<file path="src/rtl/ifu_fetch.sv">
// Instruction fetch unit: owns the PC, issues single-outstanding AR/R reads and
// presents one {pc, inst, err} beat at a time on a valid/ready output toward IF/ID.
module ifu_fetch #(
  parameter logic [31:0] RESET_PC = 32'h8000_0000,
  parameter logic [31:0] INST_NOP = 32'h0000_0013
) (
  input  logic        clk,
  input  logic        rst_n,
  input  logic        redirect_valid,
  input  logic [31:0] redirect_pc,
  output logic        arvalid,
  input  logic        arready,
  output logic [31:0] araddr,
  input  logic        rvalid,
  output logic        rready,
  input  logic [31:0] rdata,
  input  logic [1:0]  rresp,
  output logic        o_valid,
  input  logic        o_ready,
  output logic [31:0] o_pc,
  output logic [31:0] o_inst,
  output logic        o_err
);

  typedef enum logic [2:0] {StIdle, StReq, StWait, StHold, StDrain} state_e;

  state_e      r_state;
  state_e      w_state_d;
  logic [31:0] r_pc;
  logic [31:0] w_pc_d;
  logic [31:0] r_req_addr;
  logic [31:0] w_req_addr_d;
  logic [31:0] r_inst;
  logic [31:0] w_inst_d;
  logic        r_err;
  logic        w_err_d;
  logic        r_kill;
  logic        w_kill_d;
  logic [31:0] w_redir_pc;

  assign w_redir_pc = {redirect_pc[31:2], 2'b00};

  always_comb begin
    w_state_d = r_state;
    w_pc_d    = r_pc;
    w_inst_d  = r_inst;
    w_err_d   = r_err;
    w_kill_d  = r_kill;
    case (r_state)
      StIdle: w_state_d = StReq;
      StReq: begin
        if (arready) begin
          // A read accepted after a redirect still returns data that must be dropped.
          w_state_d = (r_kill || redirect_valid) ? StDrain : StWait;
          w_kill_d  = 1'b0;
          if (redirect_valid) w_pc_d = w_redir_pc;
        end else if (redirect_valid) begin
          w_pc_d   = w_redir_pc;
          w_kill_d = 1'b1;
        end
      end
      StWait: begin
        if (redirect_valid) begin
          w_pc_d    = w_redir_pc;
          w_state_d = rvalid ? StReq : StDrain;
        end else if (rvalid) begin
          w_inst_d  = rdata;
          w_err_d   = (rresp != 2'b00);
          w_state_d = StHold;
        end
      end
      StHold: begin
        // A redirect voids any same-cycle o_ready; downstream flushes on it too.
        if (redirect_valid) begin
          w_pc_d    = w_redir_pc;
          w_state_d = StReq;
        end else if (o_ready) begin
          w_pc_d    = r_req_addr + 32'd4;
          w_state_d = StReq;
        end
      end
      StDrain: begin
        if (redirect_valid) w_pc_d = w_redir_pc;
        if (rvalid) w_state_d = StReq;
      end
      default: w_state_d = StIdle;
    endcase
    w_req_addr_d = ((w_state_d == StReq) && (r_state != StReq)) ? w_pc_d : r_req_addr;
  end

  always_ff @(posedge clk or negedge rst_n) begin
    if (!rst_n) begin
      r_state    <= StIdle;
      r_pc       <= RESET_PC;
      r_req_addr <= RESET_PC;
      r_inst     <= INST_NOP;
      r_err      <= 1'b0;
      r_kill     <= 1'b0;
    end else begin
      r_state    <= w_state_d;
      r_pc       <= w_pc_d;
      r_req_addr <= w_req_addr_d;
      r_inst     <= w_inst_d;
      r_err      <= w_err_d;
      r_kill     <= w_kill_d;
    end
  end

  assign arvalid = (r_state == StReq);
  assign rready  = (r_state == StWait) || (r_state == StDrain);
  assign o_valid = (r_state == StHold);
  assign araddr  = r_req_addr;
  assign o_pc    = r_req_addr;
  assign o_inst  = r_inst;
  assign o_err   = r_err;

endmodule
</file>
<file path="config.mk">
export PLATFORM = sky130hd
export DESIGN_NAME = ifu_fetch
export DESIGN_NICKNAME = d
export VERILOG_FILES = /design/src/rtl/ifu_fetch.sv
export SDC_FILE = /design/constraint.sdc
export NUM_CORES = 1
export LEC_CHECK = 0
export ABC_AREA = 1
export ABC_CLOCK_PERIOD_IN_PS = 3800
export CAP_MARGIN = 40
export CELL_PAD_IN_SITES_DETAIL_PLACEMENT = 0
export CELL_PAD_IN_SITES_GLOBAL_PLACEMENT = 1
export CORE_UTILIZATION = 36
export DETAILED_ROUTE_END_ITERATION = 8
export MAX_ROUTING_LAYER = met4
export PLACE_DENSITY = 0.95
export RECOVER_POWER = 50
export SETUP_SLACK_MARGIN = 0.1
export SKIP_CTS_REPAIR_TIMING = 1
export SYNTH_ARGS = -nofsm -noshare
export SYNTH_HDL_FRONTEND = slang
export SYNTH_SLANG_ARGS = --single-unit
</file>
<file path="constraint.sdc">
create_clock -name clk -period 3.8 [get_ports clk]
set_input_delay 0.76 -clock clk [delete_from_list [all_inputs] [get_ports clk]]
set_output_delay 0.76 -clock clk [all_outputs]
set_load 0.05 [all_outputs]
</file>
==> impl_metrics.toml, run 1 <==
[cts]
clockBufferDepth = 2
cts_tree = "yes"
path_clk_slew_ns = 0.08
ctsRootBufferMaster = "clkbuf_16"
htree_num_levels = 3
clock_sinks = 101
clkLatencyLatePin_ns = 0.36
cts_buffers = 9

[outcome]
violations = "max-capacitance violations, max-slew violations"
status = "finished with violations"

[power_and_ir_drop]
internal_power_w = 0.00358
finalPower_w = 0.00766
p_leak_nw = 3.69
ir_drop_mv = 0.571
power.density_nw_per_um2 = 979
p_seq_share_pct = 27.0
p_comb_share_pct = 60.4
switching_share_pct = 53.3
clockPowerShare_pct = 12.5
power.switching_w = 0.00408

[grt]
grt_max_degree = 55
antenna_found_initial = 0
grt_pass1_vias = 5429
gr-total-overflow = 0
grt_pass1_wl_um = 27400
grt_usage_pct = 22.1

[timing]
setup_violations = 0
max_slew_margin_pct = -79.7
slew_violations = 48
finalClockSkew_ns = 0.00703
timing.final.crit_share_pct = 84.0
clock.fmax_ghz = 0.313
tightestPinTransition_ns = 2.69
setup_ws_ns = 0.607
grt_setup_unrepaired = "no"
finalSetupTns_ns = 0
layout_min_cycle_time_ns = 3.19
finalHoldViolations = 0

[routing]
routedWlPerCell_um = 14.4
ant_nets = 0
via_per_inst = 4.81
finalWirelength_um = 17000
vias = 5675
drt_iter0_markers = 319
drc = 0
first_pass_iters = 5

[layout]
post_route_cells_drive_above_1_share_pct = 7.89
layout_commonest_cell = "nand2_1"
nNetsFinal = 1031
area_delta_synth_final_pct = 33.2
final_cell_area_um2 = 7820
diodes = 0
final_cell_mix = "nand2_1, clkdlybuf4s50_1, dfrtp_1"

[worst_setup_path]
path_max_fanout = 13
worstSetupPathType = "flip-flop to output pin"
cp_data_required_time_ns = 3.04
reg2regPathDepth = 9
critPathArrivalTime_ns = 2.43
critPathCaptureType = "output pin"
startpoint_type = "flip-flop"
reg2reg_slack_ns = 0.68

[place]
post-dp-hpwl_um = 12100
pre_cts_ws_ns = 0.902
placed_area_um2 = 7540
portBuffers = 169
gp_congestion = 0.866

[yosys]
ys_warn_count = 0
synth-seq-area-share_pct = 43.1
ys_types = 38
netlist_instances = 829
synthesis.area_um2 = 5880
synth-seq-cells = 101
synth_nets = 902
syn_area_per_cell_um2 = 7.09

[worst_hold_path]
min_path_cells = 2
hold_class = "flip-flop to flip-flop"

[die]
die_y_um = 130
fp.dieArea_um2 = 16800
ios = 172
die_x_um = 130
core_um2 = 15900
num_rows = 46
initial_core_util_pct = 37.0

[flow_run]
maxCapViolations = 1
==> cells by family after synthesis <==
family / Yosys count / synth area share [%]
flip-flops: 101 / 43.1
AND/OR/NAND/NOR: 529 / 38.2
buffers and inverters: 126 / 10.7
XOR/XNOR: 3 / 0.447
AO/OA/AOI/OAI: 69 / 7.30
adder cells (fa/ha/maj): 1 / 0.213
==> per-layer routing <==
layer / routed length [µm] / part of all wire (%) / GRT usage, %
met1: 7340 / 43 / 28.3
met2: 7880 / 46 / 34.3
met3: 1470 / 8.7 / 5.78
met4: 275 / 1.6 / 6.22
met5: 0 / 0 / -
==> cell type report <==
class / count / area [µm²]
Tap cell: 216 / 270
Sequential cell: 101 / 2530
Fill cell: 1589 / 8060
Clock inverter: 6 / 70.1
Clock buffer: 10 / 229
Timing Repair Buffer: 180 / 1770
Multi-Input combinational cell: 602 / 2710
Inverter: 64 / 240
==> critical path, cell delays in order (launching register included) <==
cell             delay [ns]
dfrtp_1                0.48
nand3_1                0.52
inv_1                  0.23
clkdlybuf4s50_1        0.83
==> power by group through the flow <==
stage	logic (W)	registers (W)	clock network, W
after floorplan	0.00241	0.00301	0
after global placement	0.00462	0.00207	0
after detailed placement	0.00467	0.00208	0
after CTS	0.00469	0.00207	0.000982
after global routing	0.00501	0.00215	0.00103
final	0.00463	0.00207	0.000961
==> synthesized netlist by cell type <==
library cell	count	share of area (%)
o21ai_1	13	1.1
nor2_2	9	0.96
nor3_1	4	0.34
o2111ai_1	1	0.15
nor4_2	1	0.21
o32ai_1	1	0.15
nand3_2	4	0.68
buf_4	35	4.5
nand3_1	61	5.2
a21oi_1	9	0.77
o211ai_1	4	0.51
nand4_1	9	0.96
nand3b_1	4	0.51
o311ai_2	1	0.28
a22o_1	1	0.15
o21ai_0	21	1.8
buf_2	18	1.5
ha_1	1	0.21
xnor2_1	3	0.45
a31o_2	1	0.15
nor2_4	4	0.77
nand2_2	5	0.53
o22ai_1	9	0.96
or2_2	17	1.8
nand2_1	338	22
o21a_1	2	0.26
a21oi_4	1	0.28
o221ai_1	2	0.30
clkbuf_1	7	0.45
buf_1	1	0.064
nor2_1	73	4.7
clkbuf_2	1	0.085
inv_2	8	0.51
dfrtp_1	96	41
dfstp_2	5	2.2
o211ai_2	1	0.21
inv_1	56	3.6
o31ai_1	2	0.26
==> metrics by stage <==
step | util (%) | hold slack, ns | instances
after floorplan | - | 0.449 | 829
after global placement | 47.5 | 0.455 | 1163
after detailed placement | 47.5 | 0.464 | 1163
after CTS | 49.4 | 0.439 | 1179
after global routing | 49.3 | 0.492 | 1179
final | 49.3 | 0.477 | 1179
==> worst paths after layout <==
| path | start | endpoint |
|---|---|---|
| max | r_state[1]$_DFF_PN0_ | o_valid |
| min | o_inst[1]$_DFFE_PN1P_ | o_inst[1]$_DFFE_PN1P_ |
| max reg2reg | r_state[1]$_DFF_PN0_ | araddr[2]$_DFFE_PN0P_ |
| min reg2reg | o_inst[1]$_DFFE_PN1P_ | o_inst[1]$_DFFE_PN1P_ |
| max in group asynchronous | rst_n | r_pc[9]$_DFF_PN0_ |
| min in group asynchronous | rst_n | o_inst[12]$_DFFE_PN0P_ |
==> state kept, by name, summed over array words and instances (netlist names) <==
register / count
r_state: 3
o_err: 1
r_kill: 1
araddr: 32
r_pc: 32
o_inst: 32
(Power assumes the default switching activity.)
==> run 2: changes to the inputs <==
--- a/config.mk
+++ b/config.mk
@@ -6,14 +6,14 @@
 export NUM_CORES = 1
 export LEC_CHECK = 0
 export ABC_AREA = 1
-export ABC_CLOCK_PERIOD_IN_PS = 3800
+export ABC_CLOCK_PERIOD_IN_PS = 3100
 export CAP_MARGIN = 40
 export CELL_PAD_IN_SITES_DETAIL_PLACEMENT = 0
 export CELL_PAD_IN_SITES_GLOBAL_PLACEMENT = 1
-export CORE_UTILIZATION = 36
+export CORE_UTILIZATION = 34
 export DETAILED_ROUTE_END_ITERATION = 8
 export MAX_ROUTING_LAYER = met4
-export PLACE_DENSITY = 0.95
+export PLACE_DENSITY = 0.92
 export RECOVER_POWER = 50
 export SETUP_SLACK_MARGIN = 0.1
 export SKIP_CTS_REPAIR_TIMING = 1
==> constraint.sdc (replaced) <==
create_clock -name clk -period 3.1 [get_ports clk]
set_input_delay 0.62 -clock clk [delete_from_list [all_inputs] [get_ports clk]]
set_output_delay 0.62 -clock clk [all_outputs]
set_load 0.05 [all_outputs]
==> run 2 against run 1 <==
Net effect:
- the run still ends with max-capacitance violations, max-slew violations left
- cell area increased by 0.11%
- die area up 5.8%
- hold slack lost 0.0068 ns
- via count about the same
- sequential power up 23%
- largest cell class unchanged
==> impl_metrics.toml, run 2 (synthesis gave the netlist of run 1 again) <==
[place]
post-dp-hpwl_um = 12200
portBuffers = 169
gp_congestion = 0.890
dp_cells = 1168
placed_area_um2 = 7550

[layout]
post_route_cells_drive_above_1_share_pct = 8.51
layout_commonest_cell = "nand2_1"
area_delta_synth_final_pct = 33.3
stdcell_count = 1185
final_cell_mix = "nand2_1, clkdlybuf4s50_1, dfrtp_1"
nNetsFinal = 1032
utilization_pct = 46.9
final_cell_area_um2 = 7830

[grt]
grt_usage_pct = 21.1
antenna_found_initial = 1
gr-total-overflow = 0
grt_pass1_vias = 5571
grt_max_degree = 73
grt_pass1_wl_um = 28300

[timing]
clock.fmax_ghz = 0.381
max_slew_margin_pct = -16.2
fin_hold_ws_ns = 0.470
timing.final.crit_share_pct = 84.7
slew_violations = 30
layout_min_cycle_time_ns = 2.63
finalClockSkew_ns = 0.0102
grt_setup_unrepaired = "no"
finalHoldViolations = 0
finalSetupTns_ns = 0
tightestPinTransition_ns = 1.74
setup_violations = 0

[cts]
path_clk_slew_ns = 0.07
htree_num_levels = 3
cts_buffers = 9
clock_sinks = 101
clockBufferDepth = 2
clkLatencyLatePin_ns = 0.36
cts_tree = "yes"
ctsRootBufferMaster = "clkbuf_16"

[worst_setup_path]
cp_data_required_time_ns = 2.48
critPathCaptureType = "output pin"
worst_path_max_delay_cell = "clkdlybuf4s50_1"
path_cells = "nor2_2, nand2_2, nand2_1, clkdlybuf4s50_1"
worst_path_largest_cell_delay_ns = 0.83
critPathArrivalTime_ns = 2.01
path_max_fanout = 5
startpoint_type = "flip-flop"
worstSetupPathType = "flip-flop to output pin"

[die]
fp.dieArea_um2 = 17800
core_um2 = 16700
die_x_um = 133
initial_core_util_pct = 35.2
die_y_um = 133
num_rows = 47
ios = 172

[routing]
finalWirelength_um = 17200
first_pass_iters = 5
drt_iter0_markers = 305
routedWlPerCell_um = 14.5
ant_nets = 0
vias = 5678
drc = 0
via_per_inst = 4.79

[power_and_ir_drop]
ir_drop_mv = 0.662
power.density_nw_per_um2 = 1200
p_leak_nw = 3.66

[flow_run]
maxCapViolations = 1

[outcome]
status = "finished with violations"
violations = "max-capacitance violations, max-slew violations"

[worst_hold_path]
hold_class = "flip-flop to flip-flop"
-- run 2: cell types whose count changed in the layout (fill, tap and decap cells not counted), moves of 2 or more --
cell             previous run  this run
inv_2                       4         7
clkinvlp_4                  0         2
clkdlybuf4s50_1           154       166
inv_1                      60        57
inv_8                       0         3
inv_6                       3         1
dlygate4sd3_1              14         2
-- run 2: path summary, 6_finish.rpt --
path	start	endpoint	slack (ns)	cells past startpoint
worst max-delay path	r_state[1]$_DFF_PN0_	rready	0.47	4
worst min-delay path	o_inst[0]$_DFFE_PN1P_	o_inst[0]$_DFFE_PN1P_	0.47	2
worst max register to register	r_state[0]$_DFF_PN0_	araddr[2]$_DFFE_PN0P_	0.67	11
worst min register to register	o_inst[0]$_DFFE_PN1P_	o_inst[0]$_DFFE_PN1P_	0.47	2
max in group asynchronous	rst_n	o_inst[4]$_DFFE_PN1P_	1.21	2
min in group asynchronous	rst_n	r_pc[11]$_DFF_PN0_	0.70	1
-- run 2: power breakdown --
group,internal [W],switching [W]
combinational,0.00182,0.00389
sequential,0.00196,0.000583
clock,0.000567,0.000572
total,0.00434,0.00504
-- run 2: through the flow --
| step | total power (W) | setup slack (ns) |
|---|---|---|
| 5_1_grt | 0.0100 | 0.334 |
| 3_3_place_gp | 0.00820 | 0.636 |
| 3_5_place_dp | 0.00827 | 0.610 |
| 2_1_floorplan | 0.00664 | 1.09 |
| 4_1_cts | 0.00944 | 0.440 |
| 6_report | 0.00939 | 0.475 |
-- run 2: metal layers --
layer  GRT usage, %  share of wire, %  vias up  wire (µm)
met4           7.26               1.4        0        235
met5              -                 0        -          0
li1               -                 -     2841          -
met2           33.1                46      178       7990
met1           27.1                46     2644       7870
met3           4.41               6.4       15       1090
-- run 2: cell type report --
class	count	area (µm²)
fillers	1692	8870
multi-input cells	602	2710
flip-flops and latches	101	2530
repair buffers	181	1780
well taps	220	275
inverters	64	240
clock buffers	9	225
clock inverters	7	66.3
diodes	1	2.50
-- run 2: worst max-delay path: cells and delay by family, from the launching register on --
kind                   cells  cell delay [ns]
and+or+nand+nor            3             0.35
DFF                        1             0.47
buffers and inverters      1             0.83
